`src/rtl/lcd_pkg.sv`:
```
// Shared constants and types for the LCD display path.
package lcd_pkg;

  typedef logic [7:0] char_t;

  localparam char_t ASCII_SPACE = 8'h20;
  localparam char_t ASCII_ZERO  = 8'h30;
  localparam char_t ASCII_A     = 8'h41;

  localparam int unsigned LCD_LINE_CHARS = 16;

endpackage

```
`src/rtl/lcd_line_buffer_if.sv`:
```
// Slot read bus between the line buffer and the LCD string stage.
// master: the LCD stage, which drives rd_index.
// slave: the line buffer, which returns rd_data one cycle later.
interface lcd_line_buffer_if;
  import lcd_pkg::*;

  logic [4:0] rd_index;
  char_t      rd_data;

  modport master (output rd_index, input  rd_data);
  modport slave  (input  rd_index, output rd_data);

endinterface

```
`src/rtl/key_debounce.sv`:
```
// Pushbutton conditioner: 2-flop synchronizer, stability counter, press edge.
// Reusable for any active-low board key.
module key_debounce #(
  parameter int unsigned DEBOUNCE_CYCLES = 1000000
) (
  input  logic iCLK_50MHZ,
  input  logic iRST_N,
  input  logic key_n,
  output logic level,
  output logic press_pulse
);

  localparam int unsigned CW = (DEBOUNCE_CYCLES > 1) ? $clog2(DEBOUNCE_CYCLES) : 1;
  localparam logic [CW-1:0] CNT_LAST = CW'(DEBOUNCE_CYCLES - 1);

  logic [1:0]    sync;
  logic          key_s;
  logic [CW-1:0] cnt;

  assign key_s = sync[1];

  // Bring the asynchronous key into the clock domain; idle level is released.
  always_ff @(posedge iCLK_50MHZ or negedge iRST_N) begin
    if (!iRST_N) sync <= '1;
    else         sync <= {sync[0], key_n};
  end

  // Accept a new level only after it has held for DEBOUNCE_CYCLES; strobe on press.
  always_ff @(posedge iCLK_50MHZ or negedge iRST_N) begin
    if (!iRST_N) begin
      level       <= 1'b1;
      cnt         <= '0;
      press_pulse <= 1'b0;
    end else begin
      press_pulse <= 1'b0;
      if (key_s == level) begin
        cnt <= '0;
      end else if (cnt == CNT_LAST) begin
        level       <= key_s;
        cnt         <= '0;
        press_pulse <= ~key_s;
      end else begin
        cnt <= cnt + 1'b1;
      end
    end
  end

endmodule

```
`src/rtl/lcd_line_buffer.sv`:
```
// LCD line-2 character buffer: each debounced key press stores din in the
// next slot; the LCD stage reads slots by index over rd_bus.
// Build option LCD_LINE_BUFFER_SCROLL_EN: when full, a press scrolls the
// line left and appends at the right; otherwise pushes wrap and overwrite.
module lcd_line_buffer
  import lcd_pkg::*;
#(
  parameter int unsigned DEPTH           = LCD_LINE_CHARS,
  parameter int unsigned DEBOUNCE_CYCLES = 1000000,
  parameter char_t       BLANK_CHAR      = ASCII_SPACE
) (
  input  logic                       iCLK_50MHZ,
  input  logic                       iRST_N,
  input  logic                       key_n,
  input  char_t                      din,
  input  logic                       clr,
  lcd_line_buffer_if.slave           rd_bus,
  output logic                       key_pulse,
  output logic [$clog2(DEPTH)-1:0]   wr_ptr,
  output logic [$clog2(DEPTH):0]     fill,
  output logic                       full
);

  localparam int unsigned    PW        = $clog2(DEPTH);
  localparam logic [PW-1:0]  LAST_SLOT = PW'(DEPTH - 1);
  localparam logic [PW:0]    FILL_MAX  = (PW + 1)'(DEPTH);

  char_t            mem [DEPTH];
  logic [DEPTH-1:0] valid;
  logic             key_level;
  logic             push;
  logic [PW-1:0]    rd_slot;
  logic             rd_hit;

  key_debounce #(
    .DEBOUNCE_CYCLES(DEBOUNCE_CYCLES)
  ) u_key (
    .iCLK_50MHZ (iCLK_50MHZ),
    .iRST_N     (iRST_N),
    .key_n      (key_n),
    .level      (key_level),
    .press_pulse(key_pulse)
  );

  // The debounced level is already low during the strobe; clr drops the push.
  assign push    = key_pulse & ~key_level & ~clr;
  assign full    = (fill == FILL_MAX);
  assign rd_slot = rd_bus.rd_index[PW-1:0];
  assign rd_hit  = (32'(rd_bus.rd_index) < DEPTH) && valid[rd_slot];

  // Character storage; contents are masked by valid so no reset is needed.
  always_ff @(posedge iCLK_50MHZ) begin
    if (push) begin
`ifdef LCD_LINE_BUFFER_SCROLL_EN
      if (full) begin
        for (int unsigned i = 0; i < DEPTH - 1; i++) mem[PW'(i)] <= mem[PW'(i + 1)];
        mem[LAST_SLOT] <= din;
      end else begin
        mem[wr_ptr] <= din;
      end
`else
      mem[wr_ptr] <= din;
`endif
    end
  end

  // Slot bookkeeping: valid bits, write pointer and fill level.
  always_ff @(posedge iCLK_50MHZ or negedge iRST_N) begin
    if (!iRST_N) begin
      valid  <= '0;
      wr_ptr <= '0;
      fill   <= '0;
    end else if (clr) begin
      valid  <= '0;
      wr_ptr <= '0;
      fill   <= '0;
    end else if (push) begin
      valid[wr_ptr] <= 1'b1;
      if (!full) fill <= fill + 1'b1;
`ifdef LCD_LINE_BUFFER_SCROLL_EN
      if (wr_ptr != LAST_SLOT) wr_ptr <= wr_ptr + 1'b1;
`else
      wr_ptr <= (wr_ptr == LAST_SLOT) ? '0 : wr_ptr + 1'b1;
`endif
    end
  end

  // Registered read: blank for empty or out-of-range slots.
  always_ff @(posedge iCLK_50MHZ or negedge iRST_N) begin
    if (!iRST_N) rd_bus.rd_data <= BLANK_CHAR;
    else         rd_bus.rd_data <= rd_hit ? mem[rd_slot] : BLANK_CHAR;
  end

endmodule
```
`src/flat_wrapper.sv`:
```
// flat-port wrapper written by rule: the top's interface ports become plain ports
module lcd_line_buffer_flat import lcd_pkg::*;
#(
  parameter int unsigned DEPTH           = LCD_LINE_CHARS,
  parameter int unsigned DEBOUNCE_CYCLES = 1000000,
  parameter char_t       BLANK_CHAR      = ASCII_SPACE
)
  (iCLK_50MHZ, iRST_N, key_n, din, clr, key_pulse, wr_ptr, fill, full, rd_bus_rd_index, rd_bus_rd_data);
  lcd_line_buffer_if rd_bus_i ();
  input  logic iCLK_50MHZ;
  input  logic iRST_N;
  input  logic key_n;
  input  char_t din;
  input  logic clr;
  output logic key_pulse;
  output logic [$clog2(DEPTH)-1:0] wr_ptr;
  output logic [$clog2(DEPTH):0] fill;
  output logic full;
  input wire logic [$bits(rd_bus_i.rd_index)-1:0] rd_bus_rd_index;
  output wire logic [$bits(rd_bus_i.rd_data)-1:0] rd_bus_rd_data;
  assign rd_bus_i.rd_index = rd_bus_rd_index;
  assign rd_bus_rd_data = rd_bus_i.rd_data;
  lcd_line_buffer #(.DEPTH(DEPTH), .DEBOUNCE_CYCLES(DEBOUNCE_CYCLES), .BLANK_CHAR(BLANK_CHAR)) u_core (.iCLK_50MHZ(iCLK_50MHZ), .iRST_N(iRST_N), .key_n(key_n), .din(din), .clr(clr), .rd_bus(rd_bus_i), .key_pulse(key_pulse), .wr_ptr(wr_ptr), .fill(fill), .full(full));
endmodule
```
`config.mk`:
```
export PLATFORM = sky130hd
export DESIGN_NAME = lcd_line_buffer_flat
export DESIGN_NICKNAME = d
export VERILOG_FILES = /design/src/rtl/lcd_pkg.sv /design/src/rtl/lcd_line_buffer_if.sv /design/src/rtl/key_debounce.sv /design/src/rtl/lcd_line_buffer.sv /design/src/flat_wrapper.sv
export SDC_FILE = /design/constraint.sdc
export NUM_CORES = 1
export LEC_CHECK = 0
export ABC_CLOCK_PERIOD_IN_PS = 2400
export CAP_MARGIN = 20
export CORE_AREA = 5 5 129 131
export DETAILED_ROUTE_END_ITERATION = 16
export DIE_AREA = 0 0 134 136
export PLACE_DENSITY = 0.7
export SLEW_MARGIN = 20
export SYNTH_ARGS = -nofsm -noshare
export SYNTH_HDL_FRONTEND = slang
export SYNTH_SLANG_ARGS = --single-unit
export TNS_END_PERCENT = 30
```
`constraint.sdc`:
```
create_clock -name iCLK_50MHZ -period 2.4 [get_ports iCLK_50MHZ]
set_clock_uncertainty 0.2 [all_clocks]
set_input_delay 0.36 -clock iCLK_50MHZ [delete_from_list [all_inputs] [get_ports iCLK_50MHZ]]
set_output_delay 0.36 -clock iCLK_50MHZ [all_outputs]
set_load 0.03 [all_outputs]
```
==> results of run 1 <==
Yosys cell counts, drive strengths merged, types with 5 or more instances:
master	count
xor2	7
nand4	9
edfxtp	128
mux2i	5
and2	5
nor2	59
inv	9
nand2	10
a21oi	16
ha	7
buf	12
xnor2	14
nor3	7
nor2b	7
dfrtp	53
a22oi	25
nand3	10
mux4	34
clkbuf	10
layout make-up:
class / instances / area (um^2) / area share (%)
clock inverter: 14 / 156 / 1.75
tap: 192 / 240 / 2.69
timing repair buffer: 71 / 652 / 7.29
multi-input combinational: 253 / 2150 / 24.1
sequential: 185 / 5280 / 59.0
inverter: 9 / 33.8 / 0.378
clock buffer: 18 / 429 / 4.80
per-layer routing:
metal,vias up,share of wire (%),track usage [%]
met2,124,49,28.1
li1,1944,-,-
met4,0,1.5,5.54
met3,25,5.3,4.11
met1,2230,44,24.9
met5,-,0,0
through the flow:
| step | TNS (ns) | area (um^2) | power (mW) |
|---|---|---|---|
| 2_1_floorplan | -2.93 | 7570 | 3.65 |
| 3_3_place_gp | 0 | 8340 | 3.79 |
| 3_5_place_dp | 0 | 8340 | 3.79 |
| 4_1_cts | 0 | 8940 | 6.50 |
| 5_1_grt | 0 | 8940 | 6.66 |
| 6_report | 0 | 8940 | 6.45 |
worst max-delay path: cells and delay by family, from the launching register on:
family,cells,cell delay [ns]
adder cells (fa/ha/maj),1,0.13
AND/OR/NAND/NOR,1,0.35
buffers and inverters,2,0.43
flip-flops,1,0.42
sequential cells by signal (all words and copies together), names as in the netlist:
signal                    flops
u_core.fill                   5
u_core.u_key.cnt             20
u_core.mem                  128
u_core.u_key.press_pulse      1
u_core.wr_ptr                 4
u_core.u_key.sync             2
u_core.rd_bus.rd_data         8
u_core.u_key.level            1
u_core.valid                 16
cell families (layout without fill, tap and decap cells):
group	count (synthesis)	after routing	share of synthesized area (%)
AOI/OAI and AO/OA	57	57	5.07
xor gates and xnor gates	21	21	2.43
adders and majority gates	7	7	1.16
buffers and inverters	31	112	1.87
DFF	185	185	69.8
muxes	40	40	10.9
and+or+nand+nor	128	128	8.74
cells in the final DEF, fill, tap and decap left out, types with 6 or more instances in the layout:
master,instances
buf_4,32
nor2b_1,7
clkdlybuf4s50_1,32
inv_1,9
a21oi_1,14
nor2_1,59
clkbuf_16,17
xor2_1,7
nand2_1,10
nand4_1,7
ha_1,7
nand3_1,10
mux4_2,34
dfrtp_1,53
edfxtp_1,128
nor3_1,6
xnor2_1,14
a22oi_1,25
inv_6,6
worst min-delay path by stage:
stage / from / endpoint / slack, ns / depth (start not counted)
after global routing: key_n / u_core.u_key.sync[0] / 0.12 / 1
after CTS: key_n / u_core.u_key.sync[0] / 0.12 / 1
after global placement: u_core.u_key.sync[0] / u_core.u_key.sync[1] / 0.15 / 0
final: key_n / u_core.u_key.sync[0] / 0.14 / 1
after detailed placement: u_core.u_key.sync[0] / u_core.u_key.sync[1] / 0.15 / 0
after floorplan: iRST_N / u_core.fill[0] / -0.14 / 0
report_power, final:
group          leakage [nW]  internal (mW)  total [mW]  switching [mW]
clock network         0.284           1.47        2.73            1.26
logic                 0.990          0.121       0.282           0.160
registers              1.93           3.43        3.44          0.0101
repair_timing:
action | in CTS | in global routing
hold buffers | 1 | 0
buffers inserted | 0 | 0
gates resized for setup | 4 | 0
endpoints found under the hold margin | 20 | 0
endpoints found under the setup margin | 1 | 0
==> run metrics, run 1 <==
outcome completed; Inst Count DP 709; PD cells 722 mW/mm^2; clock buffer depth 2; crit path max fanout 5; Slew @ Worst Pin 0.605 ns; RePlAce Congestion 0.830; H-tree levels 4; Final Hold Fails 0; Ys Warns 0; Site Rows 46; crit path launch type register; Via Count 4323; Slew HR 59.5%; RSZ-0062 raised after global routing false; core area 0.0155 mm^2; initial antenna violation count 0; Sink Count 185; Arr. time, crit path 1.75 ns; crit path from u_core.fill[1]; Worst VDD drop 0.523 mV; P&R area growth vs syn 18.3%; fmax 434 MHz; DR WL/cell 20.6 um; fin nets 561; crit path kind reg2out; CTS tree built; diode count 0; Vias/cell 5.83; first-pass GRT wire length 24.3 mm; Mapped Area 0.00756 mm^2; final setup fails 0; Worst setup EP type output port; clk slew on worst S/H paths 0.07 ns; R2R setup slack 0.24 ns; sequential area share after synthesis 69.8%; Finished Layout Cells 742; largest net degree at the start of global routing 37; Min-Delay Path Class in2reg; Core Util, Final 57.7%; area leader, netlist edfxtp_1; Remaining DRCs 0; Min Clock Period, post-route 2.31 ns; area fraction of the dominant cell type after synthesis 50.9%; Post-synth EDFFs 128; worst flop-to-flop path startpoint u_core.u_key.cnt[8]; reg2reg end u_core.u_key.cnt[3]; Post-DP HPWL 10.0 mm; ranking of synthesized cells by area edfxtp_1, dfrtp_1, mux4_2; Die Width 134 um; ys async rst share 30.8%; Die Span Y 136 um; GRT Residual Overflow 0; final setup margin 0.0943 ns; io pins 36; vias in the first global route 4369; Pins Over Slew Limit 0; Initial Util 48.8%; CTS root buf clkbuf_16; CP Data Required Time 1.84 ns; port bufs 35; Worst Setup EP full; DIE AREA 0.0182 mm^2; Max-cap violations 0; R2R cell count 4; Synth Flop Type edfxtp_1; max incr delay on CP 0.42 ns; Inserted Clock Buffers 17; initial detailed-routing violation count 399; Routed Antenna Nets 0; hold slack 0.137 ns; Seq cells post-synth 185; fraction of layout cells with a size suffix above 1 21.3%; CP Cell Sequence inv_1 > ha_1 > nor4bb_2 > clkdlybuf4s15_2; Mapped Nets 493; Mapped Cells 469; Final Cycle Share 96.1%; GR Util All Layers 17.8%; CP max-delay cell dfrtp_1; fill count 1182; Clk Latency, worst-skew pair 0.43 ns; WL final 15.3 mm; Synth cell types 48; Pre-Repair DR Iteration Count 5; leakage power 3.20 nW; post-place setup slack 0.140 ns; syn_area_per_cell 16.1 um^2
(Power assumes the default switching activity.)
==> run 2: changes to the inputs <==
HOLD_SLACK_MARGIN = 0.03   (was default)
==> results of run 2 <==
Same layout as run 1: the final DEF is identical, and so are final timing and power.
==> run 3: changes to the inputs <==
==> constraint.sdc (replaced) <==
create_clock -name iCLK_50MHZ -period 2.4 [get_ports iCLK_50MHZ]
set_clock_uncertainty 0.2 [all_clocks]
set_input_delay 0.48 -clock iCLK_50MHZ [delete_from_list [all_inputs] [get_ports iCLK_50MHZ]]
set_output_delay 0.48 -clock iCLK_50MHZ [all_outputs]
set_load 0.03 [all_outputs]
==> run 3 against run 2 <==
  * Count of clock-buffer cells in the layout shrank 1
  * Non-clock buffer count increased by 1
  * Final cell count is 0.13% higher
  * Cell area rose by 0.36%
  * Sequential power about the same
  * Critical path depth decreased by 3
  * Register-to-register slack worse by 0.02 ns
  * Via count shrank 0.65%
  * Clock power up 1%
==> run metrics, run 3 (synthesized netlist as in run 1, its figures left out) <==
outcome completed; Arr. time, crit path 1.64 ns (-0.11 ns); diode count 0 (unchanged); core area 0.0155 mm^2 (unchanged); Via Count 4295 (-0.65%); vias in the first global route 4197 (-3.9%); CP Cell Sequence clkdlybuf4s50_1; DR WL/cell 20.0 um (-2.6%); Sink Count 185 (unchanged); Comb power frac 4.4% (about the same); CP Data Required Time 1.72 ns (-0.12 ns); clock buffer depth 2 (unchanged); Pre-Repair DR Iteration Count 5 (unchanged); final setup fails 0 (unchanged); CTS tree built; Die Span Y 136 um (unchanged); Die Width 134 um (unchanged); post-CTS setup buffer count 0 (unchanged); Clk Latency, worst-skew pair 0.44 ns (about the same); Vias/cell 5.78 (-0.78%); Inst Count DP 710 (+0.14%); Largest regs u_core.mem x128, u_core.u_key.cnt x20, u_core.valid x16; crit path kind reg2out; max incr delay on CP 0.73 ns (+0.31 ns); CP max-delay cell clkdlybuf4s50_1; fin nets 562 (+0.18%); Min Clock Period, post-route 2.32 ns (+0.0137 ns); max reg flops 128 (unchanged); post-place setup slack 0.0799 ns (-0.0605 ns); area post-placement 0.00835 mm^2 (about the same); Worst setup EP type output port; initial antenna violation count 0 (unchanged); Final Hold Fails 0 (unchanged); H-tree levels 4 (unchanged); Final Cycle Share 96.6% (+0.57 points); first-pass GRT wire length 23.7 mm (-2.6%); Max-cap violations 0 (unchanged); largest net degree at the start of global routing 58 (+57%); io pins 36 (unchanged); sw frac 22.3% (+0.13 points); commonest non-fill, non-tap cell in the layout edfxtp_1; fraction of layout cells with a size suffix above 1 21.4% (+0.14 points); P&R area growth vs syn 18.7%; fmax 431 MHz (-0.59%); crit path max fanout 7 (+2); Inserted Clock Buffers 17 (unchanged); WL final 14.9 mm (-2.4%); Remaining DRCs 0 (unchanged); Worst VDD drop 0.529 mV (+1.2%); Slew @ Worst Pin 0.619 ns (+0.0139 ns); GR Util All Layers 17.4% (-0.34 points); Initial Util 48.8% (unchanged); clock share of power 42.6% (+0.3 points); GRT Residual Overflow 0 (unchanged); final setup margin 0.0806 ns (-0.0137 ns); leakage power 3.22 nW (+0.60%); Min-Delay Path Class reg2reg; crit path launch type register; Slew HR 58.6% (-0.93 points); NetSw 1.44 mW (+1.1%); Pins Over Slew Limit 0 (unchanged); Routed Antenna Nets 0 (unchanged); RSZ-0062 raised after global routing false; initial detailed-routing violation count 406 (+1.8%); Largest Register u_core.mem; fin area 0.00897 mm^2 (+0.36%); Internal 5.05 mW (+0.37%); port bufs 35 (unchanged); PD cells 723 mW/mm^2 (+0.17%); Core Util, Final 58.0% (+0.21 points); CP delay by family, top buffers and inverters; CTS root buf clkbuf_16; clk slew on worst S/H paths 0.07 ns (about the same); Worst Path Buf+Inv 1 (-1); Site Rows 46 (unchanged); Flop pwr share 53.0% (-0.3 points); Post-DP HPWL 9.80 mm (-2.3%); fill count 1141 (-3.5%); commonest cells after routing, fill and taps aside edfxtp_1, nor2_1, dfrtp_1, mux4_2, buf_4; RePlAce Congestion 0.845 (+1.8%); DIE AREA 0.0182 mm^2 (unchanged); Finished Layout Cells 743 (+0.13%)
-- run 3: timing repair --
| item | 4_1_cts | 5_1_grt |
|---|---|---|
| gates resized for setup | 0 | 1 |
| endpoints found under the hold margin | 53 | 0 |
| hold buffers | 1 | 0 |
| endpoints found under the setup margin | 0 | 1 |
-- run 3: stage by stage --
step,TNS [ns],power (mW),hold slack (ns)
2_1_floorplan,-2.93,3.65,-0.0156
3_3_place_gp,0,3.79,0.146
3_5_place_dp,0,3.79,0.148
4_1_cts,0,6.54,0.158
5_1_grt,0,6.71,0.166
6_report,0,6.49,0.157
-- run 3: cell type report --
type	instances	area [um^2]	share of cell area, %
clock buffer	17	425	4.74
clock inverter	15	180	2.01
inverter	9	33.8	0.377
multi-input combinational	253	2160	24.1
sequential	185	5280	58.8
tap	192	240	2.68
timing repair buffer	72	656	7.31
-- run 3: power by group through the flow --
stage	logic, mW	registers, mW	clock network (mW)
2_1_floorplan	0.133	3.52	0
3_3_place_gp	0.277	3.51	0
3_5_place_dp	0.283	3.51	0
4_1_cts	0.286	3.44	2.82
5_1_grt	0.307	3.44	2.96
6_report	0.283	3.44	2.77
-- run 3: per-layer routing --
| layer | up-vias | GRT usage [%] | share of wire (%) |
|---|---|---|---|
| met4 | 0 | 6.00 | 1.5 |
| li1 | 1942 | - | - |
| met3 | 17 | 4.11 | 6.0 |
| met5 | - | 0 | 0 |
| met2 | 153 | 27.3 | 49 |
| met1 | 2183 | 24.4 | 44 |
-- run 3: worst paths after layout --
path	startpoint	to	slack, ns	depth (start not counted)
min	u_core.u_key.sync[0]	u_core.u_key.sync[1]	0.16	0
min in group asynchronous	iRST_N	u_core.u_key.cnt[5]	0.37	3
max	u_core.wr_ptr[0]	wr_ptr[0]	0.08	1
min reg2reg	u_core.u_key.sync[0]	u_core.u_key.sync[1]	0.16	0
max in group asynchronous	iRST_N	u_core.u_key.sync[0]	1.33	3
max reg2reg	u_core.u_key.cnt[8]	u_core.u_key.cnt[13]	0.22	4
==> edit 1 (flow settings as in run 3) <==
Add an input register stage for `key_n`; this delays it by one clock. The other inputs are not delayed to match.
--- a/src/rtl/lcd_line_buffer.sv
+++ b/src/rtl/lcd_line_buffer.sv
@@ -26,4 +26,10 @@
   localparam logic [PW:0]    FILL_MAX  = (PW + 1)'(DEPTH);
 
+  logic key_n_q;
+
+  always_ff @(posedge iCLK_50MHZ) begin
+    key_n_q <= key_n;
+  end
+
   char_t            mem [DEPTH];
   logic [DEPTH-1:0] valid;
@@ -38,5 +44,5 @@
     .iCLK_50MHZ (iCLK_50MHZ),
     .iRST_N     (iRST_N),
-    .key_n      (key_n),
+    .key_n      (key_n_q),
     .level      (key_level),
     .press_pulse(key_pulse)
Check against the original RTL: same outputs for any inputs over 10 cycles, from zero or initial values and one cycle with iRST_N low; that may be too few to reach the edited logic, so the function may still have changed.
==> edit 1 against run 3 <==
Synthesized area increased by 0.28%. Global-route usage grew 0.23 points. Setup slack improved by 0.010 ns. Critical endpoint is now rd_bus_rd_data[5]. Total power fell by 0.70%. Sequential cell count increased by 1. Maximum frequency grew 0.44%. Synthesized cell count increased by 0.21%. Register-to-register slack better by 0.17 ns. Cell area grew 0.13%. Sequential share of layout area increased by 0.15 points. Wire length shrank 0.75%.
==> edit 1: results (changes against run 3) <==
| Metric | Value |
|---|---|
| Biggest regs | `u_core.mem x128, u_core.u_key.cnt x20, u_core.valid x16` |
| # fillers | `1166 (+2.2%)` |
| Placed Area | `8390 um^2 (+0.54%)` |
| Max VDD drop | `487 uV (-7.9%)` |
| Global-route wire length before repair | `24300 um (+2.6%)` |
| Fraction of registers with async set/reset | `30.6% (-0.17 points)` |
| Worst-Skew Late Latency | `0.43 ns` |
| Status | `complete, no violations` |
| TritonCTS Buffers | `17 (unchanged)` |
| Slowest stage delay, CP | `0.67 ns (-0.06 ns)` |
| Yosys warns | `0 (unchanged)` |
| Largest net degree at the start of global routing | `38 (-34%)` |
| Via count | `4204 (-2.1%)` |
| Mapped Nets | `494 (+0.20%)` |
| Synth cell types | `49 (+2.1%)` |
| Hold Path Class | `register to register` |
| Sequential element share of the synthesized area | `69.9% (about the same)` |
| Vias in the first global route | `4353 (+3.7%)` |
| Iteration-0 DRC Markers | `313 (-23%)` |
| Leak pwr | `0.00324 uW (+0.55%)` |
| Setup slack at placement | `-0.0309 ns (-0.111 ns)` |
| Layout cells sized above 1 | `21.6% (+0.21 points)` |
| Worst-path fanout max | `1 (-6)` |
| Largest cells by area after synthesis | `edfxtp_1, dfrtp_1, mux4_2` |
| Total GRT Usage | `17.7% (+0.23 points)` |
| Clock Tree Buf Depth | `2 (unchanged)` |
| H-tree depth | `4 (unchanged)` |
| Initial antenna violation count | `0 (unchanged)` |
| Port bufs | `35 (unchanged)` |
| Root Buffer | `clkbuf_16` |
| Fin nets | `566 (+0.71%)` |
| Slowest stage cell, crit path | `clkdlybuf4s50_1` |
| Commonest cells post-synth | `edfxtp_1, nor2_1, dfrtp_1, mux4_2, a22oi_1` |
| Clk pin slew, worst setup/hold paths | `0.07 ns (about the same)` |
| Post-CTS Setup Bufs | `0 (unchanged)` |
| Post-DP HPWL | `10000 um (+2.4%)` |
| Routed wire length | `14800 um (-0.75%)` |
| Number of synthesized flops with an enable pin | `128 (unchanged)` |
| Routability congestion estimate | `0.846 (+0.20%)` |
| Worst Tran Pin Value | `0.617 ns (-0.00231 ns)` |
| Sw Pwr | `1400 uW (-3.1%)` |
| Delay-heaviest family, CP | `buffers and inverters` |
| N_diodes | `0 (unchanged)` |
| Drt pass-1 iters | `5 (unchanged)` |
| CP arrival | `1.63 ns` |
-- edit 1: cell count changes after synthesis, sizes merged, moves of 2 or more --
cell,before,now
a31o,0,2
buf,12,14
clkbuf,10,7
inv,9,12
nor4,2,5
o21ai,4,2
or3,4,2
xnor2,14,16
xor2,7,5
-- edit 1: layout make-up --
type | instances | share of cell area (%)
clock inverter | 15 | 1.75
multi-input combinational | 251 | 23.6
timing repair buffer | 74 | 7.74
sequential | 186 | 58.9
inverter | 12 | 0.501
tap | 192 | 2.67
clock buffer | 17 | 4.74
-- edit 1: stage by stage --
| stage | utilization (%) | total power [uW] | instances |
|---|---|---|---|
| floorplan | - | 3670 | 470 |
| global placement | 54.2 | 3810 | 714 |
| detailed placement | 54.2 | 3810 | 714 |
| CTS | 58.0 | 6520 | 747 |
| global route | 58.0 | 6680 | 747 |
| finish | 58.0 | 6440 | 747 |
-- edit 1: per-layer routing --
metal | share of wire [%] | track usage [%] | wire [um] | up-vias
met5 | 0 | 0 | 0 | -
met4 | 1.2 | 4.97 | 178 | 0
met3 | 4.3 | 4.22 | 631 | 14
met2 | 51 | 29.2 | 7530 | 85
met1 | 44 | 23.7 | 6430 | 2151
li1 | - | - | - | 1954
-- edit 1: power groups by stage --
stage	sequential (uW)	clock [uW]	combinational, uW
detailed placement	3520	0	290
global placement	3520	0	282
finish	3460	2700	287
global route	3460	2910	315
floorplan	3530	0	138
CTS	3460	2770	292
-- edit 1: what timing repair did --
| item | CTS | global route |
|---|---|---|
| hold buffers | 1 | 0 |
| endpoints found under the hold margin | 20 | 0 |
| gates resized for setup | 4 | 3 |
| endpoints found under the setup margin | 1 | 2 |
-- edit 1: kinds of logic after synthesis --
family | share of synthesized area, %
buffers and inverters | 2.26
XOR/XNOR | 2.43
AO/OA/AOI/OAI | 5.12
adder cells (fa/ha/maj) | 1.16
AND/OR/NAND/NOR | 8.27
flip-flops | 69.9
multiplexers | 10.9
-- edit 1: path summary, 6_finish.rpt --
| check | start | endpoint | slack, ns | depth (start not counted) |
|---|---|---|---|---|
| worst min register to register | u_core.key_n_q$_DFF_P_ | u_core.u_key.sync[0]$_DFF_PN1_ | 0.10 | 0 |
| worst max-delay path | u_core.rd_bus.rd_data[5]$_DFF_PN1_ | rd_bus_rd_data[5] | 0.09 | 1 |
| worst max register to register | u_core.u_key.cnt[11]$_DFF_PN0_ | u_core.u_key.cnt[16]$_DFF_PN0_ | 0.39 | 5 |
| max in group asynchronous | iRST_N | u_core.rd_bus.rd_data[5]$_DFF_PN1_ | 1.00 | 3 |
| min in group asynchronous | iRST_N | u_core.u_key.cnt[7]$_DFF_PN0_ | 0.35 | 2 |
| worst min-delay path | u_core.key_n_q$_DFF_P_ | u_core.u_key.sync[0]$_DFF_PN1_ | 0.10 | 0 |
==> edit 2 (config.mk and constraints of run 3) <==
Without the edit above. Build with the macro `LCD_LINE_BUFFER_SCROLL_EN` defined.
--- a/src/rtl/lcd_line_buffer.sv
+++ b/src/rtl/lcd_line_buffer.sv
@@ -3,4 +3,6 @@
 // Build option LCD_LINE_BUFFER_SCROLL_EN: when full, a press scrolls the
 // line left and appends at the right; otherwise pushes wrap and overwrite.
+`define LCD_LINE_BUFFER_SCROLL_EN
+
 module lcd_line_buffer
   import lcd_pkg::*;
Formal check against the unedited RTL: no difference found for any inputs over 10 cycles, from zero or initial values and one cycle with iRST_N low; that may be too few to reach the edited logic, so the function may still have changed.
==> edit 2 against run 3 <==
Global-route usage rose by 6.6 points. Total power fell by 0.19%. Critical path depth rose by 1. Cell area rose by 23%. Wire length rose by 37%. Critical endpoint is now key_pulse. Non-clock buffer count rose by 39. Setup slack got worse by 0.033 ns. Largest power group unchanged. Critical path type unchanged. Highest routed layer unchanged. Sequential share of layout area fell by 11 points. Synthesized area rose by 22%. Sequential cell count did not move.
==> edit 2: results (changes against run 3) <==
| Metric | Value |
|---|---|
| Setup slack at placement | `-0.366 ns (-0.446 ns)` |
| GR Util met3 | `3.81% (-0.30 points)` |
| Global-route wire length before repair | `33200 um (+40%)` |
| Synth cell types | `53 (+10%)` |
| Post-CTS sizing | `3 (+3)` |
| Largest net degree at the start of global routing | `26 (-55%)` |
| Layout cells sized above 1 | `37.9% (+17 points)` |
| CP arrival | `1.67 ns (+0.03 ns)` |
| Slowest stage delay, CP | `0.68 ns (-0.05 ns)` |
| Routability congestion estimate | `0.887 (+5.0%)` |
| Placed cells | `905 (+27%)` |
| Commonest cells post-synth | `edfxtp_1, mux2_2, dfrtp_1, nor2_1, mux4_2` |
| Routed wire length | `20400 um (+37%)` |
| Leak pwr | `0.00412 uW (+28%)` |
| Global-route met2 utilization | `40.5% (+13 points)` |
| Sequential element share of the synthesized area | `57.2% (-13 points)` |
| Iteration-0 DRC Markers | `471 (+16%)` |
| GR Layer Usage met1 | `33.1% (+8.8 points)` |
| Avg WL per Cell | `21.8 um (+8.8%)` |
| Worst-Skew Late Latency | `0.42 ns (-0.02 ns)` |
| H-tree depth | `4 (unchanged)` |
| Via count | `5764 (+34%)` |
| Fin nets | `757 (+35%)` |
| Routed wl met2 | `10400 um (+43%)` |
| Post-DP HPWL | `15400 um (+58%)` |
| Metal3 WL | `805 um (-9.8%)` |
| Area share of the largest cell type after synthesis | `41.7% (-9.2 points)` |
| M1 WL | `9040 um (+39%)` |
| Largest cells by area after synthesis | `edfxtp_1, mux2_2, dfrtp_1` |
| Yosys warns | `0 (unchanged)` |
| Vias in the first global route | `5906 (+41%)` |
| Syn avg cell area | `14.3 um^2 (-11%)` |
| Total GRT Usage | `24.0% (+6.6 points)` |
| Max VDD drop | `474 uV (-10%)` |
| # fillers | `1045 (-8.4%)` |
| Mapped Nets | `669 (+36%)` |
| Worst slew margin relative to its limit | `61.0% (+2.4 points)` |
| Status | `complete, no violations` |
| Worst-path fanout max | `9 (+2)` |
-- edit 2: final timing paths --
check,from,endpoint,slack [ns],depth (start not counted)
min in group asynchronous,iRST_N,u_core.u_key.cnt[19]$_DFF_PN0_,0.39,2
max in group asynchronous,iRST_N,u_core.u_key.level$_DFFE_PN1P_,1.00,3
setup reg to reg,u_core.wr_ptr[1]$_DFFE_PN0P_,u_core.mem[1][3]$_DFFE_PP_,0.06,6
setup / recovery,u_core.u_key.press_pulse$_DFF_PN0_,key_pulse,0.05,2
hold reg to reg,u_core.u_key.sync[0]$_DFF_PN1_,u_core.u_key.sync[1]$_DFF_PN1_,0.16,0
hold / removal,u_core.u_key.sync[0]$_DFF_PN1_,u_core.u_key.sync[1]$_DFF_PN1_,0.16,0
-- edit 2: cell type report --
cell class,count,area [um^2],area share [%]
flip-flops and latches,185,5280,47.8
multi-input cells,397,3630,32.9
repair buffers,111,1240,11.2
clock buffers,19,433,3.92
well taps,192,240,2.18
clock inverters,13,141,1.28
inverters,21,78.8,0.714
-- edit 2: per-stage QoR --
step	hold slack [ns]	setup TNS [ns]	utilization [%]	area [um^2]
floorplan	-0.0156	0	-	9220
global placement	0.147	-22.63	67.5	10500
detailed placement	0.149	-24.60	67.5	10500
CTS	0.158	0	71.3	11000
global route	0.164	-0.162	71.3	11000
finish	0.157	0	71.3	11000
-- edit 2: cells by family after synthesis --
family | Yosys count | synth area share (%)
flip-flops | 185 | 57.2
multiplexers | 159 | 23.5
AND/OR/NAND/NOR | 151 | 8.79
AO/OA/AOI/OAI | 63 | 4.47
buffers and inverters | 63 | 3.43
XOR/XNOR | 17 | 1.62
adder cells (fa/ha/maj) | 7 | 0.950
-- edit 2: power by group --
part / switching [uW] / internal [uW]
Sequential: 5.73 / 3390
Combinational: 171 / 136
Clock: 1220 / 1550
